### src/rtl/shk_arb_pkg.sv
// Shared FSM encoding, error-field layout and pointer helper for the shake round-robin arbiter.
package shk_arb_pkg;

  typedef enum logic [1:0] {
    ST_IDLE  = 2'd0,
    ST_ISSUE = 2'd1,
    ST_WAIT  = 2'd2,
    ST_RESP  = 2'd3
  } arb_state_t;

  // Requester index is always carried in 2 bits (NB_REQ <= 4), matching the error index field.
  localparam int IDX_W       = 2;
  localparam int WD_ERR      = 4;
  localparam int ERR_TMO_BIT = 0;
  localparam int ERR_OVR_BIT = 1;
  localparam int ERR_IDX_LSB = 2;

  function automatic logic [IDX_W-1:0] rr_next(input logic [IDX_W-1:0] idx, input int nb);
    return (int'(idx) == nb - 1) ? '0 : idx + 1'b1;
  endfunction

endpackage

### src/rtl/shk_rr_pick.sv
// Combinational round-robin selector: first set pending bit at or above rr_ptr, with wrap.
module shk_rr_pick
  import shk_arb_pkg::*;
#(
  parameter int NB_REQ = 4
) (
  input  logic [NB_REQ-1:0] pending,
  input  logic [IDX_W-1:0]  rr_ptr,
  output logic [IDX_W-1:0]  grant,
  output logic              any
);

  always_comb begin : p_pick
    int j;
    logic [IDX_W-1:0] jj;
    j     = 0;
    jj    = '0;
    grant = '0;
    // Walk from farthest to nearest so the nearest pending requester wins.
    for (int k = NB_REQ - 1; k >= 0; k--) begin
      j = int'(rr_ptr) + k;
      if (j >= NB_REQ) j = j - NB_REQ;
      jj = IDX_W'(j);
      if (pending[jj]) grant = jj;
    end
  end

  assign any = |pending;

endmodule

### src/rtl/shk_rr_arbiter.sv
// Round-robin arbiter funnelling NB_REQ shake requesters onto one downstream shake port.
// Optional downstream timeout enabled with `define SHK_ARB_TIMEOUT_EN.
module shk_rr_arbiter
  import shk_arb_pkg::*;
#(
  parameter int NB_REQ      = 4,
  parameter int WD_SHK_DATA = 16,
  parameter int WD_SHK_ADDR = 16,
  parameter int NB_TIMEOUT  = 1024,
  parameter int WD_ERR_INFO = 4
) (
  input  logic                          i_sys_clk,
  input  logic                          i_sys_resetn,
  input  logic [NB_REQ-1:0]             s_shk_arb_valid,
  input  logic [NB_REQ-1:0]             s_shk_arb_msync,
  input  logic [NB_REQ*WD_SHK_DATA-1:0] s_shk_arb_mdata,
  input  logic [NB_REQ*WD_SHK_ADDR-1:0] s_shk_arb_maddr,
  output logic [NB_REQ-1:0]             s_shk_arb_ready,
  output logic [NB_REQ-1:0]             s_shk_arb_ssync,
  output logic [WD_SHK_DATA-1:0]        s_shk_arb_sdata,
  output logic [WD_SHK_ADDR-1:0]        s_shk_arb_saddr,
  output logic                          m_shk_arb_valid,
  output logic                          m_shk_arb_msync,
  output logic [WD_SHK_DATA-1:0]        m_shk_arb_mdata,
  output logic [WD_SHK_ADDR-1:0]        m_shk_arb_maddr,
  input  logic                          m_shk_arb_ready,
  input  logic                          m_shk_arb_ssync,
  input  logic [WD_SHK_DATA-1:0]        m_shk_arb_sdata,
  input  logic [WD_SHK_ADDR-1:0]        m_shk_arb_saddr,
  output logic [WD_ERR_INFO-1:0]        m_err_arb_info1
);

  if (NB_REQ < 2 || NB_REQ > 4) begin : g_chk_nb_req
    $error("shk_rr_arbiter: NB_REQ must be in 2..4");
  end
  if (NB_TIMEOUT < 2) begin : g_chk_timeout
    $error("shk_rr_arbiter: NB_TIMEOUT must be at least 2");
  end
  if (WD_ERR_INFO != WD_ERR) begin : g_chk_err_w
    $error("shk_rr_arbiter: WD_ERR_INFO must be 4");
  end

  arb_state_t state, state_nxt;

  logic [NB_REQ-1:0]                  pending;
  logic [NB_REQ-1:0]                  req_msync;
  logic [NB_REQ-1:0][WD_SHK_DATA-1:0] req_mdata;
  logic [NB_REQ-1:0][WD_SHK_ADDR-1:0] req_maddr;
  logic [NB_REQ-1:0]                  accept, overrun, refill;

  logic [IDX_W-1:0]       rr_ptr, grant, pick_idx, ovr_idx;
  logic                   pick_any, busy, tmo_hit;
  logic                   rsp_ssync;
  logic [WD_SHK_DATA-1:0] rsp_sdata;
  logic [WD_SHK_ADDR-1:0] rsp_saddr;
  logic                   err_tmo, err_ovr;
  logic [IDX_W-1:0]       err_idx;

  assign busy = (state == ST_ISSUE) || (state == ST_WAIT);

  // Per-requester capture; the granted requester may re-arm during its own RESP cycle.
  for (genvar i = 0; i < NB_REQ; i++) begin : g_req
    assign refill[i]  = (state == ST_RESP) && (grant == IDX_W'(i));
    assign accept[i]  = s_shk_arb_valid[i] && (!pending[i] || refill[i]);
    assign overrun[i] = s_shk_arb_valid[i] && pending[i] && !refill[i];

    always_ff @(posedge i_sys_clk) begin
      if (!i_sys_resetn) begin
        pending[i]   <= 1'b0;
        req_msync[i] <= 1'b0;
        req_mdata[i] <= '0;
        req_maddr[i] <= '0;
      end else if (accept[i]) begin
        pending[i]   <= 1'b1;
        req_msync[i] <= s_shk_arb_msync[i];
        req_mdata[i] <= s_shk_arb_mdata[i*WD_SHK_DATA +: WD_SHK_DATA];
        req_maddr[i] <= s_shk_arb_maddr[i*WD_SHK_ADDR +: WD_SHK_ADDR];
      end else if (refill[i]) begin
        pending[i] <= 1'b0;
      end
    end
  end

  always_comb begin
    ovr_idx = '0;
    for (int i = 0; i < NB_REQ; i++)
      if (overrun[i]) ovr_idx = IDX_W'(i);
  end

  shk_rr_pick #(.NB_REQ(NB_REQ)) u_pick (
    .pending (pending),
    .rr_ptr  (rr_ptr),
    .grant   (pick_idx),
    .any     (pick_any)
  );

  always_comb begin
    state_nxt = state;
    unique case (state)
      ST_IDLE:           if (pick_any) state_nxt = ST_ISSUE;
      ST_ISSUE, ST_WAIT: state_nxt = (m_shk_arb_ready || tmo_hit) ? ST_RESP : ST_WAIT;
      ST_RESP:           state_nxt = ST_IDLE;
      default:           state_nxt = ST_IDLE;
    endcase
  end

  always_ff @(posedge i_sys_clk) begin
    if (!i_sys_resetn) begin
      state           <= ST_IDLE;
      rr_ptr          <= '0;
      grant           <= '0;
      m_shk_arb_msync <= 1'b0;
      m_shk_arb_mdata <= '0;
      m_shk_arb_maddr <= '0;
      rsp_ssync       <= 1'b0;
      rsp_sdata       <= '0;
      rsp_saddr       <= '0;
      err_ovr         <= 1'b0;
      err_idx         <= '0;
    end else begin
      state <= state_nxt;
      if (state == ST_IDLE && pick_any) begin
        grant           <= pick_idx;
        m_shk_arb_msync <= req_msync[pick_idx];
        m_shk_arb_mdata <= req_mdata[pick_idx];
        m_shk_arb_maddr <= req_maddr[pick_idx];
      end
      if (busy && m_shk_arb_ready) begin
        rsp_ssync <= m_shk_arb_ssync;
        rsp_sdata <= m_shk_arb_sdata;
        rsp_saddr <= m_shk_arb_saddr;
      end else if (tmo_hit) begin
        rsp_ssync <= 1'b0;
        rsp_sdata <= '0;
        rsp_saddr <= '0;
      end
      if (state == ST_RESP) rr_ptr <= rr_next(grant, NB_REQ);
      if (|overrun) begin
        err_ovr <= 1'b1;
        err_idx <= ovr_idx;
      end
      if (tmo_hit) err_idx <= grant;
    end
  end

`ifdef SHK_ARB_TIMEOUT_EN
  localparam int CNT_W = $clog2(NB_TIMEOUT);
  logic [CNT_W-1:0] tmo_cnt;

  // Counter is zero on entry to ISSUE, so the ISSUE cycle is the first counted cycle.
  assign tmo_hit = busy && !m_shk_arb_ready && (tmo_cnt == CNT_W'(NB_TIMEOUT - 1));

  always_ff @(posedge i_sys_clk) begin
    if (!i_sys_resetn) begin
      tmo_cnt <= '0;
      err_tmo <= 1'b0;
    end else begin
      if (state == ST_IDLE) tmo_cnt <= '0;
      else if (busy)        tmo_cnt <= tmo_cnt + 1'b1;
      if (tmo_hit) err_tmo <= 1'b1;
    end
  end
`else
  assign tmo_hit = 1'b0;
  assign err_tmo = 1'b0;
`endif

  assign m_shk_arb_valid = (state == ST_ISSUE);
  assign s_shk_arb_ready = (state == ST_RESP) ? (NB_REQ'(1) << grant) : '0;
  assign s_shk_arb_ssync = (state == ST_RESP && rsp_ssync) ? (NB_REQ'(1) << grant) : '0;
  assign s_shk_arb_sdata = rsp_sdata;
  assign s_shk_arb_saddr = rsp_saddr;

  always_comb begin
    m_err_arb_info1                         = '0;
    m_err_arb_info1[ERR_TMO_BIT]            = err_tmo;
    m_err_arb_info1[ERR_OVR_BIT]            = err_ovr;
    m_err_arb_info1[ERR_IDX_LSB +: IDX_W]   = err_idx;
  end

endmodule
### config.mk
export PLATFORM = sky130hd
export DESIGN_NAME = shk_rr_arbiter
export DESIGN_NICKNAME = d
export VERILOG_FILES = /design/src/rtl/shk_arb_pkg.sv /design/src/rtl/shk_rr_pick.sv /design/src/rtl/shk_rr_arbiter.sv
export SDC_FILE = /design/constraint.sdc
export NUM_CORES = 1
export LEC_CHECK = 0
export CORE_ASPECT_RATIO = 0.8
export CORE_MARGIN = 5
export CORE_UTILIZATION = 40
export CTS_BUF_LIST = sky130_fd_sc_hd__clkbuf_4 sky130_fd_sc_hd__clkbuf_8 sky130_fd_sc_hd__clkbuf_16
export CTS_CLUSTER_SIZE = 28
export DETAILED_ROUTE_END_ITERATION = 6
export PLACE_DENSITY = 0.72
export SLEW_MARGIN = 25
export SYNTH_ARGS = -nofsm -noshare
export SYNTH_HDL_FRONTEND = slang
export SYNTH_SLANG_ARGS = --single-unit
### constraint.sdc
create_clock -name i_sys_clk -period 1.9 [get_ports i_sys_clk]
set_input_delay 0.38 -clock i_sys_clk [delete_from_list [all_inputs] [get_ports i_sys_clk]]
set_output_delay 0.38 -clock i_sys_clk [all_outputs]
set_load 0.05 [all_outputs]
==> impl_metrics.csv <==
group,metric,value,unit
status,outcome,"finished clean",
sta,slew_viol_final,0,
detailed_routing,vias,7653,
global_routing,grt_pass1_wl,41000,microns
setup_path,startpoint_type,"flop",
floorplanning,rows,49,
logic_synthesis,ys_seq_area_frac,0.471,
clock_network,clock_sinks,211,
job,maxCapViolCount,0,
sta,timing.final.crit_period,1870,ps
pwr,p_seq_frac,0.379,
logic_synthesis,syn_area,8960,sq um
clock_network,cts_tree,"done",
clock_network,htreeDepth,1,
pwr,power_density,1080,nW/um^2
detailed_routing,topRoutingLayerUsed,"met4",
pwr,switching_share,0.332,
placement,gp_congestion,0.767,
detailed_routing,viasPerCell,4.92,
global_routing,grt_pass1_vias,7639,
pwr,p_comb_frac,0.296,
logic_synthesis,synthAdderAreaFrac,0.00977,
clock_network,hold_buffers,0,
pwr,leakage,4.97,nW
layout,drive_above_1_share,0.132,
detailed_routing,m1WireLength,11900,microns
logic_synthesis,synth-xor-area-share,0,
logic_synthesis,synth_top_family_by_area,"compound AO/OA/AOI/OAI gates",
floorplanning,die_y,144,microns
min_path,min_path_type,"in -> reg",
detailed_routing,wl_met3,1590,microns
detailed_routing,wl,26000,microns
clock_network,cts_buffers,23,
layout,fin_util,0.570,
pwr,internal_power,0.00918,W
placement,port-buffer-count,248,
sta,fmax,0.536,GHz
detailed_routing,drt-initial-drc-count,361,
pwr,clock_power_share,0.325,
logic_synthesis,synth_cells,1005,
sta,setup_viol,0,
floorplanning,start_util,0.403,
logic_synthesis,synth_fp_nets,1184,
logic_synthesis,synth-compound-area-share,0.209,
pwr,peakVddDrop,0.498,mV
setup_path,crit_fanout,5,
clock_network,clk-insertion-delay-late,500,ps
detailed_routing,final_antenna_net_count,0,
layout,fin_nets,1412,
sta,clock_skew,8.60,ps
global_routing,overflow,0,
logic_synthesis,avgSynthCellArea,8.92,sq um
logic_synthesis,synth.distinct_cells,39,
detailed_routing,wl_per_cell,16.7,microns
sta,finalCritPeriodShare,0.982,
pwr,finalPower,0.0137,W
setup_path,cp_data_required_time,1520,ps
clock_network,clockRootBuffer,"clkbuf_16",
floorplanning,coreArea,22300,sq um
sta,relSlewSlack,0.648,
sta,hold_viol_final,0,
logic_synthesis,synth-simple-area-share,0.181,
global_routing,antenna_found_initial,1,
pwr,switching_power,0.00456,W
layout,area_growth,41.4,%
sta,tightestPinTransition,530,ps
setup_path,arrival,1490,ps
logic_synthesis,synth_seq_cells,211,
floorplanning,dieWidth,177,microns
global_routing,grt_max_degree,78,
global_routing,grt_usage,0.198,
floorplanning,num_io_pins,250,
detailed_routing,dr_wl_met2,12000,microns
detailed_routing,drc,0,
logic_synthesis,synth.mux.area_fraction,0.0782,
setup_path,criticalPathCategory,"reg -> out",
clock_network,clock_path_buffers,3,
clock_network,cts.clk_slew.worst_paths,60,ps
detailed_routing,dr.pass1.iters,5,
setup_path,cp-end-kind,"output port",
placement,dpl.hpwl,18200,microns
logic_synthesis,yosys_warnings,0,
sta,rsz0062_at_grt,"true",
floorplanning,dieArea,25500,sq um
==> path summary, 6_finish.rpt <==
check                        startpoint                          endpoint  slack, ps  cells past startpoint
max               grant[0]$_SDFFE_PN0P_                s_shk_arb_ssync[2]         30                      4
min                        i_sys_resetn              err_ovr$_SDFFE_PN0P_        210                      2
max reg2reg     pending[3]$_SDFFE_PN0P_  m_shk_arb_maddr[15]$_SDFFE_PN0P_        120                      5
min reg2reg  req_mdata[50]$_SDFFE_PN0P_        req_mdata[50]$_SDFFE_PN0P_        450                      2
==> registers in the layout, summed over array words and instances, names as in the netlist <==
register / count
err_idx: 2
err_ovr: 1
grant: 2
m_shk_arb_maddr: 16
m_shk_arb_mdata: 16
m_shk_arb_msync: 1
pending: 4
req_maddr: 64
req_mdata: 64
req_msync: 4
rr_ptr: 2
rsp_ssync: 1
s_shk_arb_saddr: 16
s_shk_arb_sdata: 16
state: 2
==> metal layers <==
| layer | global-route usage | vias to the layer above |
|---|---|---|
| met1 | 0.273 | 3582 |
| met3 | 0.0321 | 40 |
| li1 | - | 3810 |
| met2 | 0.328 | 221 |
| met4 | 0.0500 | 0 |
| met5 | 0 | - |
==> cell usage after synthesis <==
library cell	count	area share
a211oi_2	1	0.0014
o31a_1	1	0.00098
mux2i_1	70	0.078
inv_1	12	0.0050
o221ai_2	31	0.052
o41ai_2	1	0.0018
buf_4	6	0.0050
and3_1	4	0.0028
buf_2	17	0.0095
nand3b_4	1	0.0022
nand2_1	381	0.16
a21oi_1	7	0.0039
o221ai_1	2	0.0020
nand3_2	1	0.0011
inv_2	1	0.00042
nand4_1	1	0.00070
o22ai_1	1	0.00070
o211ai_1	1	0.00084
ha_1	7	0.0098
o211a_1	1	0.0011
clkbuf_1	41	0.017
a21boi_1	32	0.027
nand2b_1	2	0.0014
nor2b_1	9	0.0063
buf_1	4	0.0017
a21bo_2	1	0.0011
a21boi_0	135	0.11
a21oi_4	1	0.0018
a21o_1	1	0.00084
conb_1	1	0.00042
nor2_1	2	0.00084
a31oi_1	1	0.00070
buf_12	3	0.0067
and2_1	6	0.0042
clkbuf_4	2	0.0017
dfxtp_1	211	0.47
buf_8	1	0.0017
nand3_1	4	0.0022
buf_6	1	0.0013
==> power groups by stage <==
stage	combinational, W	sequential (W)	clock (W)
6_report	0.00407	0.00520	0.00446
5_1_grt	0.00435	0.00525	0.00476
4_1_cts	0.00406	0.00519	0.00457
3_5_place_dp	0.00414	0.00527	0
3_3_place_gp	0.00408	0.00526	0
2_1_floorplan	0.00177	0.00605	0
==> layout make-up <==
type / count / area, sq um
fillers: 2005 / 9580
multi-input cells: 706 / 4350
flip-flops and latches: 211 / 4240
repair buffers: 278 / 2880
clock buffers: 34 / 714
well taps: 306 / 383
clock inverters: 6 / 61.3
inverters: 13 / 48.8
diodes: 1 / 2.50
==> through the flow <==
step / setup WS, ps / TNS (ps) / cell area, sq um / hold slack, ps / std cells
after floorplan: 299 / 0 / 8960 / 434 / 1005
after global placement: 163 / 0 / 11900 / 441 / 1513
after detailed placement: 103 / 0 / 11900 / 446 / 1513
after CTS: 1.76 / 0 / 12600 / 192 / 1553
after global routing: -13.2 / -35.7 / 12700 / 200 / 1555
final: 34.0 / 0 / 12700 / 211 / 1555
==> cells by family after synthesis <==
kind of cell    after synthesis
mux                          70
simple gates                411
fa+ha+maj                     7
compound gates              217
other cells                   1
flops                       211
buf+inv                      88
==> cells in the final DEF (no fill, tap or decap), types with 5 or more instances in the layout <==
cell / count
a21boi_0: 135
a21boi_1: 32
a21oi_1: 7
and2_2: 5
buf_12: 25
buf_4: 40
clkbuf_16: 23
clkbuf_8: 9
clkdlybuf4s50_1: 170
dfxtp_1: 206
dlygate4sd2_1: 43
inv_1: 10
mux2i_1: 70
nand2_1: 377
nor2b_1: 9
o221ai_2: 31
==> critical path, cell delays in order (launching register included) <==
cell,delay (ps)
dfxtp_4,360
inv_1,80
ha_2,200
and3_4,210
buf_12,130
==> what timing repair did <==
item	in CTS	in global routing
buffers inserted	0	1
pin swaps	0	3
setup endpoints to repair	51	18
resized for setup	53	10
No activity file was read; power rests on OpenSTA's default activity.
